File: config.mk
export PLATFORM = sky130hd
export DESIGN_NAME = multi_lane_serializer
export DESIGN_NICKNAME = d
export VERILOG_FILES = /design/src/rtl/ser_pkg.sv /design/src/rtl/ser_lane_shift.sv /design/src/rtl/multi_lane_serializer.sv
export SDC_FILE = /design/constraint.sdc
export NUM_CORES = 1
export LEC_CHECK = 0
export BUFFER_PORTS_ARGS = -buffer_cell sky130_fd_sc_hd__buf_2
export CAP_MARGIN = 20
export CORE_MARGIN = 1
export CORE_UTILIZATION = 40
export CTS_BUF_LIST = sky130_fd_sc_hd__clkbuf_16
export CTS_CLUSTER_DIAMETER = 80
export DETAILED_ROUTE_END_ITERATION = 8
export GPL_TIMING_DRIVEN = 0
export PLACE_DENSITY_LB_ADDON = 0.2
export SYNTH_ARGS = -nofsm -noshare
export SYNTH_HDL_FRONTEND = slang
export SYNTH_HIERARCHICAL = 1
export SYNTH_SLANG_ARGS = --single-unit
export TNS_END_PERCENT = 30
File: constraint.sdc
create_clock -name i_clk -period 1.6 [get_ports i_clk]
set_input_delay 0.24 -clock i_clk [delete_from_list [all_inputs] [get_ports i_clk]]
set_output_delay 0.24 -clock i_clk [all_outputs]
set_load 0.03 [all_outputs]
File: src/rtl/ser_pkg.sv
// Shared types and constants for the multi-lane serializer.
package ser_pkg;

  // Control state: S_IDLE until the first word arrives, then S_RUN until reset.
  typedef enum logic {
    S_IDLE = 1'b0,
    S_RUN  = 1'b1
  } ser_state_e;

  // Underrun counter width and its saturation value.
  localparam int                        UNDERRUN_CNT_W   = 16;
  localparam logic [UNDERRUN_CNT_W-1:0] UNDERRUN_CNT_MAX = 16'hFFFF;

endpackage

File: src/rtl/ser_lane_shift.sv
// One lane's WIDTH-bit load/shift register.
// The serial bit is taken straight from a register bit, so o_bit is registered.
// The register resets to all-INIT so the line idles at INIT until the first load.
module ser_lane_shift #(
  parameter int   WIDTH     = 10,
  parameter int   LSB_FIRST = 1,
  parameter logic INIT      = 1'b0
) (
  input  logic             i_clk,
  input  logic             rst_n,
  input  logic             i_load,
  input  logic             i_shift,
  input  logic [WIDTH-1:0] i_word,
  output logic             o_bit
);

  logic [WIDTH-1:0] r_shreg;

  // Load a new word or advance one bit; vacated positions fill with 0.
  always_ff @(posedge i_clk or negedge rst_n) begin
    if (!rst_n) begin
      r_shreg <= {WIDTH{INIT}};
    end else if (i_load) begin
      r_shreg <= i_word;
    end else if (i_shift) begin
      if (LSB_FIRST != 0) r_shreg <= {1'b0, r_shreg[WIDTH-1:1]};
      else                r_shreg <= {r_shreg[WIDTH-2:0], 1'b0};
    end
  end

  assign o_bit = (LSB_FIRST != 0) ? r_shreg[0] : r_shreg[WIDTH-1];

endmodule

File: src/rtl/multi_lane_serializer.sv
// Multi-lane parallel-to-serial converter with valid/ready load, a one-word
// holding buffer and underrun fill with IDLE_WORD. All lanes share one
// handshake, one bit counter and word alignment.
// Optional feature macro: SER_UNDERRUN_CNT_EN adds o_underrun_cnt, a
// saturating count of underrun pulses.
//
// state  | meaning
// S_IDLE | after reset, nothing loaded yet; line holds INIT, no underrun
// S_RUN  | shifting words back to back; IDLE_WORD fills any gap
module multi_lane_serializer
  import ser_pkg::*;
#(
  parameter int               WIDTH     = 10,
  parameter int               LANES     = 3,
  parameter logic             INIT      = 1'b0,
  parameter int               LSB_FIRST = 1,
  parameter logic [WIDTH-1:0] IDLE_WORD = {WIDTH{1'b0}}
) (
  input  logic                   i_clk,
  input  logic                   rst_n,
  input  logic                   i_valid,
  output logic                   o_ready,
  input  logic [LANES*WIDTH-1:0] i_data,
  output logic [LANES-1:0]       o_serial,
  output logic                   o_word_start,
  output logic                   o_underrun
`ifdef SER_UNDERRUN_CNT_EN
  ,
  output logic [UNDERRUN_CNT_W-1:0] o_underrun_cnt
`endif
);

  localparam int              CNT_W    = $clog2(WIDTH);
  localparam logic [CNT_W-1:0] LAST_CNT = CNT_W'(WIDTH - 1);

  ser_state_e              r_state;
  ser_state_e              w_state_nxt;
  logic [CNT_W-1:0]        r_cnt;
  logic                    r_hold_full;
  logic [LANES*WIDTH-1:0]  r_hold_data;
  logic                    r_word_start;
  logic                    r_underrun;

  logic                    w_last_bit;
  logic                    w_xfer;
  logic                    w_load;
  logic                    w_shift;
  logic                    w_src_hold;
  logic                    w_src_bypass;
  logic                    w_src_idle;
  logic                    w_hold_capture;
  logic                    w_hold_full_nxt;
  logic [LANES*WIDTH-1:0]  w_load_word;

  assign w_last_bit = (r_state == S_RUN) && (r_cnt == LAST_CNT);
  // Registers only: a full buffer frees up exactly when it drains into the shifter.
  assign o_ready    = !r_hold_full || w_last_bit;
  assign w_xfer     = i_valid && o_ready;

  // State register.
  always_ff @(posedge i_clk or negedge rst_n) begin
    if (!rst_n) r_state <= S_IDLE;
    else        r_state <= w_state_nxt;
  end

  // Next state, load event, load source selection and buffer control.
  always_comb begin
    w_state_nxt     = r_state;
    w_load          = 1'b0;
    w_src_hold      = 1'b0;
    w_src_bypass    = 1'b0;
    w_src_idle      = 1'b0;
    w_hold_capture  = 1'b0;
    w_hold_full_nxt = r_hold_full;
    case (r_state)
      S_IDLE: begin
        if (r_hold_full) begin
          w_load          = 1'b1;
          w_src_hold      = 1'b1;
          w_hold_capture  = w_xfer;
          w_hold_full_nxt = w_xfer;
          w_state_nxt     = S_RUN;
        end else if (w_xfer) begin
          w_load       = 1'b1;
          w_src_bypass = 1'b1;
          w_state_nxt  = S_RUN;
        end
      end
      S_RUN: begin
        if (w_last_bit) begin
          w_load = 1'b1;
          if (r_hold_full) begin
            // Buffer drains into the shifter; a same-cycle transfer refills it.
            w_src_hold      = 1'b1;
            w_hold_capture  = w_xfer;
            w_hold_full_nxt = w_xfer;
          end else if (w_xfer) begin
            w_src_bypass = 1'b1;
          end else begin
            w_src_idle = 1'b1;
          end
        end else if (w_xfer) begin
          w_hold_capture  = 1'b1;
          w_hold_full_nxt = 1'b1;
        end
      end
      default: w_state_nxt = S_IDLE;
    endcase
  end

  assign w_load_word = w_src_hold   ? r_hold_data :
                       w_src_bypass ? i_data      :
                                      {LANES{IDLE_WORD}};
  assign w_shift     = (r_state == S_RUN) && !w_load;

  // Holding buffer.
  always_ff @(posedge i_clk or negedge rst_n) begin
    if (!rst_n) begin
      r_hold_full <= 1'b0;
      r_hold_data <= '0;
    end else begin
      r_hold_full <= w_hold_full_nxt;
      if (w_hold_capture) r_hold_data <= i_data;
    end
  end

  // Bit counter: restarts on every load, otherwise advances while running.
  always_ff @(posedge i_clk or negedge rst_n) begin
    if (!rst_n)                  r_cnt <= '0;
    else if (w_load)             r_cnt <= '0;
    else if (r_state == S_RUN)   r_cnt <= r_cnt + 1'b1;
  end

  // Status flags line up with the first bit of the word just loaded.
  always_ff @(posedge i_clk or negedge rst_n) begin
    if (!rst_n) begin
      r_word_start <= 1'b0;
      r_underrun   <= 1'b0;
    end else begin
      r_word_start <= w_load;
      r_underrun   <= w_src_idle;
    end
  end

  assign o_word_start = r_word_start;
  assign o_underrun   = r_underrun;

`ifdef SER_UNDERRUN_CNT_EN
  logic [UNDERRUN_CNT_W-1:0] r_underrun_cnt;

  // Saturating underrun count, updated with the pulse it counts.
  always_ff @(posedge i_clk or negedge rst_n) begin
    if (!rst_n)
      r_underrun_cnt <= '0;
    else if (w_src_idle && (r_underrun_cnt != UNDERRUN_CNT_MAX))
      r_underrun_cnt <= r_underrun_cnt + 1'b1;
  end

  assign o_underrun_cnt = r_underrun_cnt;
`endif

  for (genvar k = 0; k < LANES; k++) begin : g_lane
    ser_lane_shift #(
      .WIDTH    (WIDTH),
      .LSB_FIRST(LSB_FIRST),
      .INIT     (INIT)
    ) u_lane (
      .i_clk  (i_clk),
      .rst_n  (rst_n),
      .i_load (w_load),
      .i_shift(w_shift),
      .i_word (w_load_word[k*WIDTH +: WIDTH]),
      .o_bit  (o_serial[k])
    );
  end

endmodule

==> impl_metrics.json <==
{
  "dp_hpwl_mm": 4.387,
  "yosysTopAreaCellShare": 0.5111,
  "timing.slew.headroom": 0.4233,
  "gp_congestion": 0.7136,
  "synthTopCellsByArea": "dfrtp_1 (51%), mux2_4 (14%), mux2i_1 (8.1%), a22o_1 (7.9%), o21ai_1 (4.5%)",
  "grt_pass1_wl_mm": 12.36,
  "period_minus_slack_ps": 1841,
  "die_x_um": 93.24,
  "fin_worst_skew_ps": 5.228,
  "clkPwrFrac": 0.315,
  "synth-compound-area-share": 0.1409,
  "rows": 32,
  "switching_share": 0.2654,
  "crit_fanout": 5,
  "dp_cells": 411,
  "synth_top_area_cell": "dfrtp_1",
  "synth_edf_count": 0,
  "crit_type": "register to register",
  "synthSimpleGateAreaFrac": 0.06464,
  "rsz0062_at_grt": "true",
  "overflow": 0,
  "antenna_found_initial": 0,
  "placed_area_um2": 3650,
  "num_vias": 2342,
  "synth_top_family_by_area": "multiplexers",
  "synth_ff_type": "dfrtp_1",
  "cts_tree": "yes",
  "port_buffers": 38,
  "ys.warnings.count": 6,
  "nFillCells": 676,
  "drt-total-wl_mm": 7.148,
  "avgSynthCellArea_um2": 12.29,
  "synth_area_um2": 3329,
  "nets": 383,
  "required_ps": 1810,
  "remaining_drc_errors": 0,
  "drtAntennaViolNets": 0,
  "fin_area_um2": 4360,
  "reg2reg_from": "r_cnt[1]$_DFFE_PN0P_",
  "tightest_slew_ps": 865.1,
  "rr_worst_depth": 7,
  "io_pins": 39,
  "initial_utilization": 0.4221,
  "internal-power_uw": 5136,
  "cts_buffer_depth": 2,
  "clkTransAtPathRegs_ps": 50,
  "holdWs_ps": 19.50,
  "hold_viol": 0,
  "maxSlewViolCount": 0,
  "fin_ws_ps": -241.0,
  "finalSetupViolCount": 37,
  "numCtsBuffers": 9,
  "hp-class": "input port to asynchronous set/reset pin",
  "r2r_setup_slack_ps": -240,
  "globalRouteMet2Util": 0.3009,
  "clock-sinks": 68,
  "antenna_cells": 0,
  "die_h_um": 93.24,
  "syn_nets": 306,
  "seq_power_share": 0.360,
  "clock_latency_ps": 330,
  "combPwrFrac": 0.324,
  "grt-busiest-layer": "met2",
  "ys_ff_latch": 68,
  "root_buffer": "clkbuf_16",
  "dr.pass1.iters": 4,
  "wl_per_cell_um": 15.71,
  "yosysSeqAreaShare": 0.5111,
  "ys_types": 24,
  "muxShareOfSynthArea": 0.2206,
  "synthCells": 271,
  "power_switching_uw": 1856,
  "crit_path_end_kind": "register",
  "cellPowerDensity_nw_per_um2": 1603,
  "status": "finished with violations",
  "layout-drive-gt1-share": 0.4023,
  "area_growth_pct": 30.97,
  "fmaxAchievable_mhz": 543.2,
  "synth_async_sr_flop_share": 1.000,
  "viasPerCell": 5.147,
  "final_cells": 455,
  "synthAdderAreaFrac": 0.007516,
  "cap_violations": 0,
  "htreeDepth": 3,
  "vdd_drop_max_v": 0.0008793,
  "grt_use_total": 0.1868,
  "arrival_ps": 2050,
  "core_area_um2": 7888,
  "p_leak_uw": 0.002198,
  "fin_crit_sh": 1.151,
  "synth_xor_xnor_area_share": 0.002631,
  "initialDrtViolationCount": 90,
  "grt_util_met3": 0.06098,
  "start_kind": "register",
  "grt_pass1_vias": 2470,
  "die-area_um2": 8693,
  "yosysMostFrequentCell": "dfrtp_1",
  "grt_max_degree": 69,
  "use_met1": 0.2406,
  "r2r-end": "r_hold_data[8]$_DFFE_PN0P_",
  "cts_hold_buf": 0,
  "failed_checks": "setup timing",
  "synthTopCellsByCount": "dfrtp_1 (68), nand2_1 (36), a22o_1 (30), mux2_4 (30), o21ai_1 (30)"
}
==> per-stage QoR <==
| stage | setup slack (ps) | TNS (ps) | power, µW | utilization |
|---|---|---|---|---|
| after floorplan | -122.8 | -3683 | 3832 | - |
| after global routing | -327.9 | -13390 | 7358 | 0.5528 |
| after detailed placement | -405.4 | -19410 | 4216 | 0.4627 |
| after CTS | -258.5 | -6930 | 7010 | 0.5560 |
| final | -241.0 | -7180 | 6992 | 0.5528 |
| after global placement | -364.2 | -25350 | 4166 | 0.4624 |
==> worst max-delay path by stage <==
stage / to / cells after the start / startpoint / slack, ps
4_1_cts: r_hold_data[22]$_DFFE_PN0P_ / 8 / r_cnt[1]$_DFFE_PN0P_ / -260
3_3_place_gp: g_lane[1].u_lane/r_shreg[2]$_DFFE_PN0P_ / 8 / r_cnt[1]$_DFFE_PN0P_ / -360
3_5_place_dp: g_lane[0].u_lane/r_shreg[1]$_DFFE_PN0P_ / 8 / r_cnt[1]$_DFFE_PN0P_ / -410
5_1_grt: r_hold_data[9]$_DFFE_PN0P_ / 7 / r_cnt[1]$_DFFE_PN0P_ / -330
6_report: r_hold_data[8]$_DFFE_PN0P_ / 7 / r_cnt[1]$_DFFE_PN0P_ / -240
2_1_floorplan: r_hold_data[0]$_DFFE_PN0P_ / 6 / r_cnt[1]$_DFFE_PN0P_ / -120
==> power by group through the flow <==
stage,clock network [µW],logic [µW],registers [µW]
floorplan,0,1330,2500
CTS,2240,2250,2510
detailed placement,0,1670,2540
global route,2310,2460,2590
finish,2200,2270,2520
global placement,0,1650,2510
==> final cells by class <==
| cell class | instances | area, µm² | share of cell area |
|---|---|---|---|
| Buffer | 19 | 200.2 | 0.04591 |
| Clock buffer | 9 | 225.2 | 0.05165 |
| Clock inverter | 7 | 106.4 | 0.02439 |
| Inverter | 3 | 13.76 | 0.003156 |
| Multi-Input combinational cell | 180 | 1519 | 0.3484 |
| Sequential cell | 68 | 1702 | 0.3902 |
| Tap cell | 102 | 127.6 | 0.02927 |
| Timing Repair Buffer | 67 | 466.7 | 0.1070 |
==> cells by family (layout without fill, tap and decap cells) <==
family,count (synthesis),after routing
compound gates,70,70
fa+ha+maj,2,2
flops,68,68
simple gates,49,49
buf+inv,23,105
mux,58,58
xor+xnor,1,1
==> per-layer routing <==
layer  vias to the layer above  share of wire
met1                      1168           0.45
met3                         9          0.049
met4                         0          0.011
li1                       1123              -
met2                        42           0.49
met5                         -              0
==> worst max-delay path, stage by stage (launching register included) <==
cell and delay, ps:
dfrtp_1 390, inv_2 80, ha_4 120, and3b_2 230
mux2i_4 310, buf_6 170, buf_12 130, mux2_4 300
==> what timing repair did <==
action / 4_1_cts / 5_1_grt
pin swaps: 2 / 2
setup buffers: 28 / 1
setup endpoints to repair: 61 / 62
gates cloned: 2 / 0
resized for setup: 40 / 4
==> cells in the final DEF (no fill, tap or decap), drive strengths merged, types with 2 or more instances in the layout <==
cell,count
buf,86
dfrtp,68
nand2,36
o21ai,35
a22o,30
mux2,30
mux2i,28
clkbuf,9
nand2b,4
inv,4
nand3,3
bufinv,3
clkinv,3
nand3b,2
a21oi,2
a21boi,2
nor3,2
ha,2
==> registers in the layout, summed over array words and instances (netlist names) <==
signal and count:
r_hold_full 1, r_state 1, o_word_start 1, r_hold_data 30, r_cnt 4, o_underrun 1, g_lane.u_lane/r_shreg 30
Power figures use the tool's default switching activity.
